### src/rtl/ifetch_queue_if.sv
// Fetch-side bundle for ifetch_queue: instruction-memory request/response,
// decode redirect/stall and the prefetch-queue head.
interface ifetch_queue_if #(
   parameter int unsigned AW    = 32,
   parameter int unsigned IW    = 32,
   parameter int unsigned DEPTH = 4
);
   localparam int unsigned CW = $clog2(DEPTH) + 1;

   logic          imem_req;
   logic [AW-1:0] imem_addr;
   logic          imem_valid;
   logic          imem_abort;
   logic [IW-1:0] imem_rdata;
   logic          redirect;
   logic [AW-1:0] redirect_pc;
   logic          stall;
   logic          instr_valid;
   logic [IW-1:0] instr;
   logic [AW-1:0] pc4;
   logic [CW-1:0] count;

   modport master (
      output imem_req, imem_addr, instr_valid, instr, pc4, count,
      input  imem_valid, imem_abort, imem_rdata, redirect, redirect_pc, stall
   );

   modport slave (
      input  imem_req, imem_addr, instr_valid, instr, pc4, count,
      output imem_valid, imem_abort, imem_rdata, redirect, redirect_pc, stall
   );
endinterface

### src/rtl/ifetch_queue.sv
// Instruction-fetch front end: one outstanding imem request with abort retry,
// a DEPTH-entry prefetch queue drained by decode, and redirect flush.
module ifetch_queue #(
   parameter int unsigned   AW       = 32,
   parameter int unsigned   IW       = 32,
   parameter int unsigned   DEPTH    = 4,
   parameter logic [AW-1:0] RESET_PC = '0
) (
   input logic            clk,
   input logic            reset,
   ifetch_queue_if.master bus
);
   localparam int unsigned   PW      = $clog2(DEPTH);
   localparam int unsigned   CW      = PW + 1;
   localparam logic [CW-1:0] DEPTH_C = CW'(DEPTH);

   typedef enum logic [1:0] {StIdle, StWait, StDrop} state_t;

   state_t        state_q, state_d;
   logic [AW-1:0] fpc_q, fpc_d;
   logic          req_q, req_d;
   logic [AW-1:0] addr_q, addr_d;
   logic [PW-1:0] head_q, head_d, tail_q, tail_d;
   logic [CW-1:0] count_q, count_d;
   logic [CW-1:0] count_after_pop;
   logic          push, pop, resp;

   logic [IW-1:0] instr_mem [DEPTH];
   logic [AW-1:0] pc4_mem   [DEPTH];

   assign pop             = (count_q != '0) && !bus.stall;
   assign resp            = bus.imem_valid || bus.imem_abort;
   assign count_after_pop = count_q - CW'(pop);

   always_comb begin
      state_d = state_q;
      fpc_d   = fpc_q;
      req_d   = 1'b0;
      addr_d  = addr_q;
      push    = 1'b0;

      unique case (state_q)
         StIdle: begin
            if (count_after_pop < DEPTH_C) begin
               req_d   = 1'b1;
               addr_d  = fpc_q;
               state_d = StWait;
            end
         end
         StWait: begin
            if (bus.imem_valid) begin
               push  = 1'b1;
               fpc_d = fpc_q + AW'(4);
               // Chain the next request only if the pushed entry leaves room for it.
               if (count_after_pop + CW'(1) < DEPTH_C) begin
                  req_d  = 1'b1;
                  addr_d = fpc_q + AW'(4);
               end else begin
                  state_d = StIdle;
               end
            end else if (bus.imem_abort) begin
               req_d = 1'b1;
            end
         end
         StDrop: begin
            if (resp) state_d = StIdle;
         end
         default: state_d = StIdle;
      endcase

      // Redirect overrides everything; an unanswered request must be drained in StDrop.
      if (bus.redirect) begin
         push    = 1'b0;
         req_d   = 1'b0;
         addr_d  = addr_q;
         fpc_d   = bus.redirect_pc;
         state_d = ((state_q == StWait || state_q == StDrop) && !resp) ? StDrop : StIdle;
      end
   end

   always_comb begin
      head_d  = head_q;
      tail_d  = tail_q;
      count_d = count_q;
      if (bus.redirect) begin
         head_d  = '0;
         tail_d  = '0;
         count_d = '0;
      end else begin
         head_d  = head_q + PW'(pop);
         tail_d  = tail_q + PW'(push);
         count_d = count_q + CW'(push) - CW'(pop);
      end
   end

   always_ff @(posedge clk or posedge reset) begin
      if (reset) begin
         state_q <= StIdle;
         fpc_q   <= RESET_PC;
         req_q   <= 1'b0;
         addr_q  <= RESET_PC;
         head_q  <= '0;
         tail_q  <= '0;
         count_q <= '0;
      end else begin
         state_q <= state_d;
         fpc_q   <= fpc_d;
         req_q   <= req_d;
         addr_q  <= addr_d;
         head_q  <= head_d;
         tail_q  <= tail_d;
         count_q <= count_d;
      end
   end

   always_ff @(posedge clk) begin
      if (push && !bus.redirect) begin
         instr_mem[tail_q] <= bus.imem_rdata;
         pc4_mem[tail_q]   <= addr_q + AW'(4);
      end
   end

   assign bus.imem_req    = req_q;
   assign bus.imem_addr   = addr_q;
   assign bus.instr_valid = (count_q != '0);
   assign bus.instr       = instr_mem[head_q];
   assign bus.pc4         = pc4_mem[head_q];
   assign bus.count       = count_q;
endmodule

### src/flat_wrapper.sv
// flat-port wrapper written by rule: the top's interface ports become plain ports
module ifetch_queue_flat 
#(
   parameter int unsigned   AW       = 32,
   parameter int unsigned   IW       = 32,
   parameter int unsigned   DEPTH    = 4,
   parameter logic [AW-1:0] RESET_PC = '0
)
  (clk, reset, bus_imem_req, bus_imem_addr, bus_instr_valid, bus_instr, bus_pc4, bus_count, bus_imem_valid, bus_imem_abort, bus_imem_rdata, bus_redirect, bus_redirect_pc, bus_stall);
  ifetch_queue_if #(.AW(AW), .IW(IW), .DEPTH(DEPTH)) bus_i ();
  input logic clk;
  input logic reset;
  output wire logic [$bits(bus_i.imem_req)-1:0] bus_imem_req;
  output wire logic [$bits(bus_i.imem_addr)-1:0] bus_imem_addr;
  output wire logic [$bits(bus_i.instr_valid)-1:0] bus_instr_valid;
  output wire logic [$bits(bus_i.instr)-1:0] bus_instr;
  output wire logic [$bits(bus_i.pc4)-1:0] bus_pc4;
  output wire logic [$bits(bus_i.count)-1:0] bus_count;
  input wire logic [$bits(bus_i.imem_valid)-1:0] bus_imem_valid;
  input wire logic [$bits(bus_i.imem_abort)-1:0] bus_imem_abort;
  input wire logic [$bits(bus_i.imem_rdata)-1:0] bus_imem_rdata;
  input wire logic [$bits(bus_i.redirect)-1:0] bus_redirect;
  input wire logic [$bits(bus_i.redirect_pc)-1:0] bus_redirect_pc;
  input wire logic [$bits(bus_i.stall)-1:0] bus_stall;
  assign bus_imem_req = bus_i.imem_req;
  assign bus_imem_addr = bus_i.imem_addr;
  assign bus_instr_valid = bus_i.instr_valid;
  assign bus_instr = bus_i.instr;
  assign bus_pc4 = bus_i.pc4;
  assign bus_count = bus_i.count;
  assign bus_i.imem_valid = bus_imem_valid;
  assign bus_i.imem_abort = bus_imem_abort;
  assign bus_i.imem_rdata = bus_imem_rdata;
  assign bus_i.redirect = bus_redirect;
  assign bus_i.redirect_pc = bus_redirect_pc;
  assign bus_i.stall = bus_stall;
  ifetch_queue #(.AW(AW), .IW(IW), .DEPTH(DEPTH), .RESET_PC(RESET_PC)) u_core (.clk(clk), .reset(reset), .bus(bus_i));
endmodule
### config.mk
export PLATFORM = sky130hd
export DESIGN_NAME = ifetch_queue_flat
export DESIGN_NICKNAME = d
export VERILOG_FILES = /design/src/rtl/ifetch_queue_if.sv /design/src/rtl/ifetch_queue.sv /design/src/flat_wrapper.sv
export SDC_FILE = /design/constraint.sdc
export NUM_CORES = 1
export LEC_CHECK = 0
export CORE_MARGIN = 4
export CORE_UTILIZATION = 55
export DETAILED_ROUTE_END_ITERATION = 16
export GPL_ROUTABILITY_DRIVEN = 0
export PLACE_DENSITY = 0.81
export SETUP_SLACK_MARGIN = 0.5
export SYNTH_ARGS = -nofsm -noshare
export SYNTH_HDL_FRONTEND = slang
export SYNTH_SLANG_ARGS = --single-unit
### constraint.sdc
create_clock -name clk -period 10.97 [get_ports clk]
set_input_delay 1.097 -clock clk [delete_from_list [all_inputs] [get_ports clk]]
set_output_delay 1.097 -clock clk [all_outputs]
set_load 0.05 [all_outputs]
# Yosys cells after proc, flatten, opt, wreduce, memory -nomap -nowiden
# Memory sizes are Yosys's and may differ from the RTL's.
# Index checks and enable logic that the tools add are counted.
dict set report word_totals {
  mem_count 2
  elab_cells 73
  regBits 74
  mem_bits_rw 256
  inputBits 70
}
dict set report classes {
  n_addsub 8
  n_eq_ne 9
  n_reduce_logical 16
  n_lt_le_gt_ge 2
  bitwise 1
  mux 28
}
# memory words width read_ports rd_ports_with_merged_regs write_ports line
set memory_table {}
lappend memory_table {u_core.instr_mem 4 32 1 0 1 ifetch_queue.sv:28} ;# logic [IW-1:0] instr_mem [DEPTH];
lappend memory_table {u_core.pc4_mem 4 32 1 0 1 ifetch_queue.sv:29} ;# logic [AW-1:0] pc4_mem [DEPTH];
# cell n
set ops {}
lappend ops {{two-way mux 32 bit} 6}
lappend ops {{adder 32 x 3 -> 32 bit (second input constant)} 2}
lappend ops {{case mux 32 bit (2 select lines)} 1}
lappend ops {{two-way mux 2 bit} 8}
lappend ops {{two-way mux 1 bit} 10}
lappend ops {{< comparator 3 bit (second input constant)} 2}
lappend ops {{!= test 3 x 2 -> 1 bit (second input constant)} 2}
lappend ops {{!= test 3 bit (second input constant)} 2}
lappend ops {{case mux 2 bit (3 select lines)} 1}
lappend ops {{nonzero test 2 bit} 3}
lappend ops {{subtractor 3 x 1 -> 3 bit} 2}
lappend ops {{AND reduction 5 bit} 1}
lappend ops {{adder 2 x 1 -> 2 bit} 2}
lappend ops {{!= test 2 x 1 -> 1 bit (second input constant)} 2}
lappend ops {{AND reduction 4 bit} 1}
lappend ops {{adder 3 x 1 -> 3 bit} 1}
lappend ops {{adder 3 x 1 -> 3 bit (second input constant)} 1}
lappend ops {{logical AND 1 bit} 3}
lappend ops {{logical NOT 1 bit} 3}
lappend ops {{two-way mux 3 bit} 1}
lappend ops {{nonzero test 3 bit} 1}
lappend ops {{equality test 2 x 1 -> 1 bit (second input constant)} 1}
lappend ops {{equality test 2 bit (second input constant)} 1}
lappend ops {{logical NOT 2 bit} 1}
lappend ops {{other kinds (5)} 6}

# Depth between registers and ports, before layout
# Gate-level depths: netlist of run 1.
dict set report depth {
  depth_word 9
  ltp_mapped 11
}

# Worst setup path after synthesis of run 1
# No wires, ideal clock.
dict set report synth_timing {
  kind {input-to-reg}
  from {input bus_redirect}
  to {memory u_core.instr_mem[1][0] (enable)}
  slack_ns 2.133
  setup_ns 0.666
  t_arrival_ns 8.170
  n_path_buf 2
  path_stages 3
  required_ns 10.304
  cell_sequence {clkbuf_1 > clkbuf_1 > nor4b_1}
}
dict set report synth_via {
  elab_chain_len 4
  elab_cells_between_ends 5
  classes_between {mux (3); reduce/logical (2)}
}
# element line
set synth_rtl {}
lappend synth_rtl {{start: declaration} flat_wrapper.sv:22} ;# input wire logic [$bits(bus_i.redirect)-1:0] bus_redirect;
lappend synth_rtl {{two-way mux 1 bit or logical NOT 1 bit (tied branches)} {ifetch_queue.sv:72, ifetch_queue.sv:117}}
lappend synth_rtl {{logical AND 1 bit (*)} ifetch_queue.sv:117} ;# if (push && !bus.redirect) begin
lappend synth_rtl {{two-way mux 1 bit (*)} ifetch_queue.sv:117}
lappend synth_rtl {{two-way mux 1 bit (not written as such) (*)} ifetch_queue.sv:118} ;# instr_mem[tail_q] <= bus.imem_rdata;
lappend synth_rtl {{end: declaration} ifetch_queue.sv:28}
# Every way passes the cells marked *; elsewhere a longest branch is shown, timed or not.

# Final worst setup path of run 1
dict set report layout_timing {
  from {register u_core.head_q[0]}
  to {output bus_pc4[16]}
}
dict set report layout_via {
  elab_chain_len 1
}
# element line
set layout_rtl {}
lappend layout_rtl {{start: declaration} ifetch_queue.sv:23} ;# logic [PW-1:0] head_q, head_d, tail_q, tail_d;
lappend layout_rtl {{start signal: assignment} ifetch_queue.sv:102} ;# head_q <= '0;
lappend layout_rtl {{start signal: assignment} ifetch_queue.sv:110} ;# head_q <= head_d;
lappend layout_rtl {{memory read (4 x 32 bit)} n/a}
lappend layout_rtl {{end: declaration} flat_wrapper.sv:17} ;# output wire logic [$bits(bus_i.pc4)-1:0] bus_pc4;
# No other way between the ends.

==> results.ini, run 1 <==
[run_status]
status = finished clean

[timing]
timing.hold.ws_ns = 0.5062
rsz0062_at_grt = no
finalSetupViolCount = 0
hold_viol = 0
fin_crit_sh_pct = 40.85
drv_slew = 0
worst_clock_skew_ns = 0.01071
setup_tns_ns = 0
slew_headroom_pct = 35.62
worst_pin_slew_ns = 0.9657
fmax_mhz = 223.2
setup_ws_ns = 6.489
min_period_ns = 4.481

[drt]
wl_mm = 28.26
num_vias = 7846
met2RoutedLength_mm = 14.07
dr.pass1.iters = 4
top_layer = met4
ant_nets = 0
wl_per_cell_um = 20.33
via_per_inst = 5.645
wl_met1_mm = 12.14
wl_met3_mm = 1.565
drt_iter0_drc = 567
drcViolationCount = 0

[power]
swShare_pct = 36.11
ir_worst_vdd_mv = 0.1924
seqPwrFrac_pct = 38.8
switching_power_mw = 1.592
clkPwrFrac_pct = 25.8
power_frac_comb_pct = 35.4
powerDensity_nw_per_um2 = 256.8
power.internal_mw = 2.817
leakage_nw = 5.787

[setup_path]
path_buf_inv = 2
crit_family = buffers and inverters
critPathLaunchType = flip-flop
arrival_ns = 3.38
cp_slowest_cell = buf_4
reg2reg_depth = 10
crit_chain = buf_4 > mux4_2 > clkdlybuf4s50_1
required_ns = 9.87
r2r_end = u_core.bus.imem_addr[28]
max_stage_delay_ns = 0.78
reg2reg_slack_ns = 7.62
regToRegStartpoint = u_core.bus.count[2]
critPathMaxFanout = 44
cp-end-kind = primary output
crit_type = flip-flop to primary output

[grt]
grt_overflow = 0
track_usage_pct = 20.18
antenna_found_initial = 0
grt_max_degree = 82
grt_pass1_wl_mm = 45.10
grt_pass1_vias = 8149

[die]
die_width_um = 167.6
rows = 58
dieArea_um2 = 28100
die_h_um = 167.6
coreArea_um2 = 25110
start_util_pct = 55.82
pin_count = 171

[clocking]
post_cts_resized = 0
cts_made_buffers = 35
postCtsSetupBuffers = 0
cts_num_sinks = 330
cts_root_buffer = clkbuf_16
path_clk_slew_ns = 0.06
clk_latency_ns = 0.50
cts_max_level = 2
clock_path_buffers = 3
holdBufCountCts = 0
cts_tree = done

[logic_synthesis]
synth_seq_cells = 330
synth_area_leaders = edfxtp_1, dfrtp_1, mux4_2
synth_top_area_share_pct = 54.85
synthArstFlopShare_pct = 22.42
synth-seq-area-share_pct = 68.07
ys_types = 54
synthFlopType = edfxtp_1
syn_inst = 865
yosysWarningCount = 0
avgSynthCellArea_um2 = 16.20
syn_nets = 946
synth_top_cell_by_area = edfxtp_1
synth_area_um2 = 14010
synth_edf_count = 256

[hold_path]
min_to = u_core.fpc_q[1]
whs_path_depth = 1
hp-start = u_core.fpc_q[1]
hold_path_class = flip-flop to flip-flop

[finish]
final_layout_size_suffix_gt1_share_pct = 15.75
antenna_cells = 0
area.growth.synth_to_final_pct = 22.49
nets = 1118

[run]
maxCapViolCount = 0

[place]
hpwl_mm = 18.18
port_buffers = 170
detailedPlace.worstSlack_ns = 6.676

-- worst register-to-register path: cells and delay by family (launching register included) --
family	cells	cell delay [ns]
buffers and inverters	2	0.47
AND/OR/NAND/NOR	3	0.65
flip-flops	1	0.62
AO/OA/AOI/OAI	3	0.69
multiplexers	1	0.42
adder cells (fa/ha/maj)	1	0.38
-- synthesized netlist by cell type (2+ instances only) --
| library cell | number |
|---|---|
| a211oi_1 | 4 |
| a21oi_1 | 4 |
| and2_1 | 3 |
| and3_1 | 4 |
| and4_1 | 5 |
| and4b_1 | 5 |
| buf_1 | 11 |
| buf_2 | 7 |
| clkbuf_1 | 26 |
| dfrtp_1 | 74 |
| edfxtp_1 | 256 |
| ha_1 | 10 |
| inv_1 | 22 |
| mux2_2 | 26 |
| mux2i_1 | 8 |
| mux4_2 | 64 |
| nand2_1 | 60 |
| nand2b_1 | 5 |
| nand3_1 | 30 |
| nand4_1 | 20 |
| nand4b_1 | 2 |
| nor2_1 | 36 |
| nor2b_1 | 7 |
| nor3_1 | 17 |
| nor4_1 | 12 |
| nor4b_1 | 2 |
| o21ai_0 | 30 |
| or2_2 | 2 |
| or3_1 | 3 |
| or4_4 | 2 |
| xnor2_1 | 60 |
| xor2_1 | 26 |
-- logic make-up (layout without fill, tap and decap cells) --
kind of cell / after synthesis / in the layout / share of synthesized area, %
flops: 330 / 330 / 68.07
xor+xnor: 87 / 87 / 5.491
buf+inv: 67 / 262 / 1.910
compound gates: 49 / 49 / 2.143
mux: 99 / 99 / 13.03
fa+ha+maj: 11 / 11 / 1.036
simple gates: 222 / 222 / 8.330
-- per-stage QoR --
stage | total power, mW | area (um2) | instances | utilization, %
finish | 4.409 | 17170 | 1390 | 68.37
global route | 4.600 | 17170 | 1390 | 68.37
CTS | 4.454 | 17170 | 1390 | 68.37
detailed placement | 3.306 | 16040 | 1330 | 63.90
global placement | 3.269 | 16040 | 1330 | 63.90
floorplan | 2.787 | 14010 | 865 | -
-- layout by cell type, fill, tap and decap left out, types with 17 or more instances in the layout --
cell type,Yosys,routed
nand2_1,60,60
nand3_1,30,30
edfxtp_1,256,256
o21ai_0,30,30
xnor2_1,60,60
nand4_1,20,20
mux4_2,64,64
mux2_2,26,26
nor3_1,17,17
clkbuf_16,0,37
inv_1,22,21
nor2_1,36,35
clkdlybuf4s50_1,0,169
dfrtp_1,74,72
xor2_1,26,26
-- registers in the layout, summed over array words and instances (netlist names) --
name and count:
u_core.instr_mem 128, u_core.bus.imem_addr 32, u_core.fpc_q 32, u_core.tail_q 2, u_core.bus.count 3, u_core.state_q 2
u_core.bus.imem_req 1, u_core.pc4_mem 128, u_core.head_q 2
-- how the worst max path moves through the flow --
stage	from	to	slack, ns	cells past startpoint
after floorplan	bus_redirect	u_core.instr_mem[1][0]	2.13	3
after global placement	bus_stall	u_core.bus.imem_addr[19]	6.79	10
after detailed placement	bus_stall	u_core.bus.imem_addr[28]	6.68	10
after CTS	u_core.head_q[0]	bus_pc4[31]	6.38	3
after global routing	u_core.head_q[0]	bus_instr[31]	6.22	3
final	u_core.head_q[0]	bus_pc4[16]	6.49	3
-- layer usage --
| layer | track usage (%) | up-vias |
|---|---|---|
| met1 | 27.14 | 3901 |
| li1 | - | 3660 |
| met2 | 34.63 | 243 |
| met4 | 4.411 | 0 |
| met5 | 0 | - |
| met3 | 4.084 | 42 |
-- power by group through the flow --
stage	clock (mW)	sequential (mW)	combinational, mW
after CTS	1.17	1.71	1.58
after detailed placement	0	1.73	1.57
final	1.14	1.71	1.56
after floorplan	0	1.88	0.906
after global placement	0	1.73	1.54
after global routing	1.22	1.73	1.65
-- area by class of cell --
cell class / count / area, um2
flip-flops and latches: 330 / 9544
fillers: 1731 / 7943
multi-input cells: 468 / 4233
repair buffers: 180 / 1772
clock buffers: 40 / 937.1
well taps: 330 / 412.9
clock inverters: 20 / 185.2
inverters: 22 / 82.58
(Power assumes the default switching activity.)
==> run 2, diff against run 1 <==
==> constraint.sdc (replaced) <==
create_clock -name clk -period 4.4 [get_ports clk]
set_input_delay 0.44 -clock clk [delete_from_list [all_inputs] [get_ports clk]]
set_output_delay 0.44 -clock clk [all_outputs]
set_load 0.05 [all_outputs]
==> results.ini, run 2 (synthesized netlist as in run 1, its figures left out) <==
[run_status]
status = finished clean

[setup_path]
r2r_end = u_core.bus.imem_addr[22]
required_ns = 3.96
critPathMaxFanout = 42
reg2reg_depth = 10
arrival_ns = 2.96
cp-end-kind = primary output
critPathLaunchType = flip-flop
reg2reg_slack_ns = 1.05
crit_type = flip-flop to primary output
regToRegStartpoint = u_core.bus.count[2]

[power]
total_power_mw = 10.79
switching_power_mw = 3.909
swShare_pct = 36.24
leakage_nw = 5.796
ir_worst_vdd_mv = 0.5827
seqPwrFrac_pct = 39.5
powerDensity_nw_per_um2 = 627.9
power_frac_comb_pct = 36.0
clkPwrFrac_pct = 24.4
power.internal_mw = 6.878

[clocking]
clk_latency_ns = 0.50
clock_path_buffers = 3
cts_max_level = 2
cts_root_buffer = clkbuf_16
cts_tree = done
cts_made_buffers = 34
post_cts_resized = 0
cts_num_sinks = 330
postCtsSetupBuffers = 0
path_clk_slew_ns = 0.05
holdBufCountCts = 0

[hold_path]
whs_path_depth = 2
hold_path_class = input pin to flip-flop
hp-start = bus_redirect
min_to = u_core.head_q[0]

[finish]
antenna_cells = 0
final_common_cell = edfxtp_1
area.growth.synth_to_final_pct = 22.57
final_layout_size_suffix_gt1_share_pct = 15.99
mostFrequentLayoutCells = edfxtp_1, clkdlybuf4s50_1, dfrtp_1
instances_no_fill = 1393
fill_cells = 1724
nets = 1122
post-route-util_pct = 68.41
top_regs = u_core.instr_mem (128), u_core.pc4_mem (128)

[grt]
grt_max_degree = 65
met1_usage_pct = 26.63
grt_util_met2_pct = 32.80
grt_pass1_wl_mm = 43.69
track_usage_pct = 19.59
grt_pass1_vias = 8054
use_met3_pct = 4.627
top_usage_layer = met2
antenna_found_initial = 0
grt_overflow = 0

[timing]
min_period_ns = 3.397
worst_clock_skew_ns = 0.01289
fmax_mhz = 294.4
rsz0062_at_grt = no
finalSetupViolCount = 0
drv_slew = 0
worst_pin_slew_ns = 0.9646
setup_tns_ns = 0
slew_headroom_pct = 35.69
fin_crit_sh_pct = 77.21
hold_viol = 0

[drt]
drcViolationCount = 0
num_vias = 7788
ant_nets = 0
dr.pass1.iters = 5
wl_mm = 27.52
wl_per_cell_um = 19.75
drt_iter0_drc = 611
via_per_inst = 5.591

[die]
dieArea_um2 = 28100
die_h_um = 167.6
pin_count = 171
coreArea_um2 = 25110
die_width_um = 167.6
rows = 58
start_util_pct = 55.82

[place]
hpwl_mm = 18.22
port_buffers = 170
dp.cells = 1335

[run]
maxCapViolCount = 0

## run 2: cell types whose count changed in the layout (fill, tap and decap cells not counted), moves of 2 or more
cell,delta
buf_12,+4
bufinv_16,-2
clkbuf_1,+2
clkbuf_16,-2
clkbuf_8,+2
clkinv_1,-2
clkinv_2,+4
clkinvlp_4,-3
## run 2: routing by layer
| layer | routed length (um) | up-vias | share of wire [%] |
|---|---|---|---|
| li1 | - | 3660 | - |
| met1 | 11670 | 3872 | 42 |
| met2 | 13720 | 219 | 50 |
| met3 | 1661 | 37 | 6.0 |
| met4 | 467 | 0 | 1.7 |
| met5 | 0 | - | 0 |
## run 2: cell type report
| type | count | area (um2) | share of cell area, % |
|---|---|---|---|
| Sequential cell | 330 | 9544 | 55.56 |
| Tap cell | 330 | 412.9 | 2.404 |
| Multi-Input combinational cell | 468 | 4250 | 24.74 |
| Clock inverter | 16 | 106.4 | 0.6191 |
| Clock buffer | 42 | 922.1 | 5.368 |
| Inverter | 22 | 82.58 | 0.4807 |
| Timing Repair Buffer | 185 | 1859 | 10.82 |
## run 2: worst max path at each step
stage	cells after the start	start	endpoint
3_3_place_gp	10	bus_stall	u_core.bus.imem_addr[24]
3_5_place_dp	10	bus_stall	u_core.bus.imem_addr[28]
6_report	3	u_core.head_q[0]	bus_pc4[7]
5_1_grt	10	u_core.bus.count[2]	u_core.bus.imem_addr[24]
4_1_cts	3	u_core.head_q[0]	bus_pc4[7]
2_1_floorplan	6	u_core.state_q[1]	u_core.instr_mem[1][0]
## run 2: per-stage QoR
step / hold WS [ns] / setup slack, ns / cell area [um2]
floorplan: 0.4750 / 0.5088 / 14050
global placement: 0.4907 / 0.8636 / 16150
detailed placement: 0.5019 / 0.7153 / 16150
CTS: 0.2764 / 0.9176 / 17180
global route: 0.2851 / 0.7194 / 17180
finish: 0.2983 / 1.003 / 17180
## run 2: power by group through the flow
stage	Sequential (mW)	Clock (mW)	Combinational [mW]
floorplan	4.68	0	2.26
finish	4.26	2.64	3.89
global route	4.32	2.85	4.10
CTS	4.27	2.70	3.93
global placement	4.31	0	3.86
detailed placement	4.33	0	3.92
## run 2: worst max-delay path: stages (launching register included)
cell             delay, ns
dfrtp_4               0.75
buf_12                0.38
mux4_2                0.59
clkdlybuf4s50_1       0.72
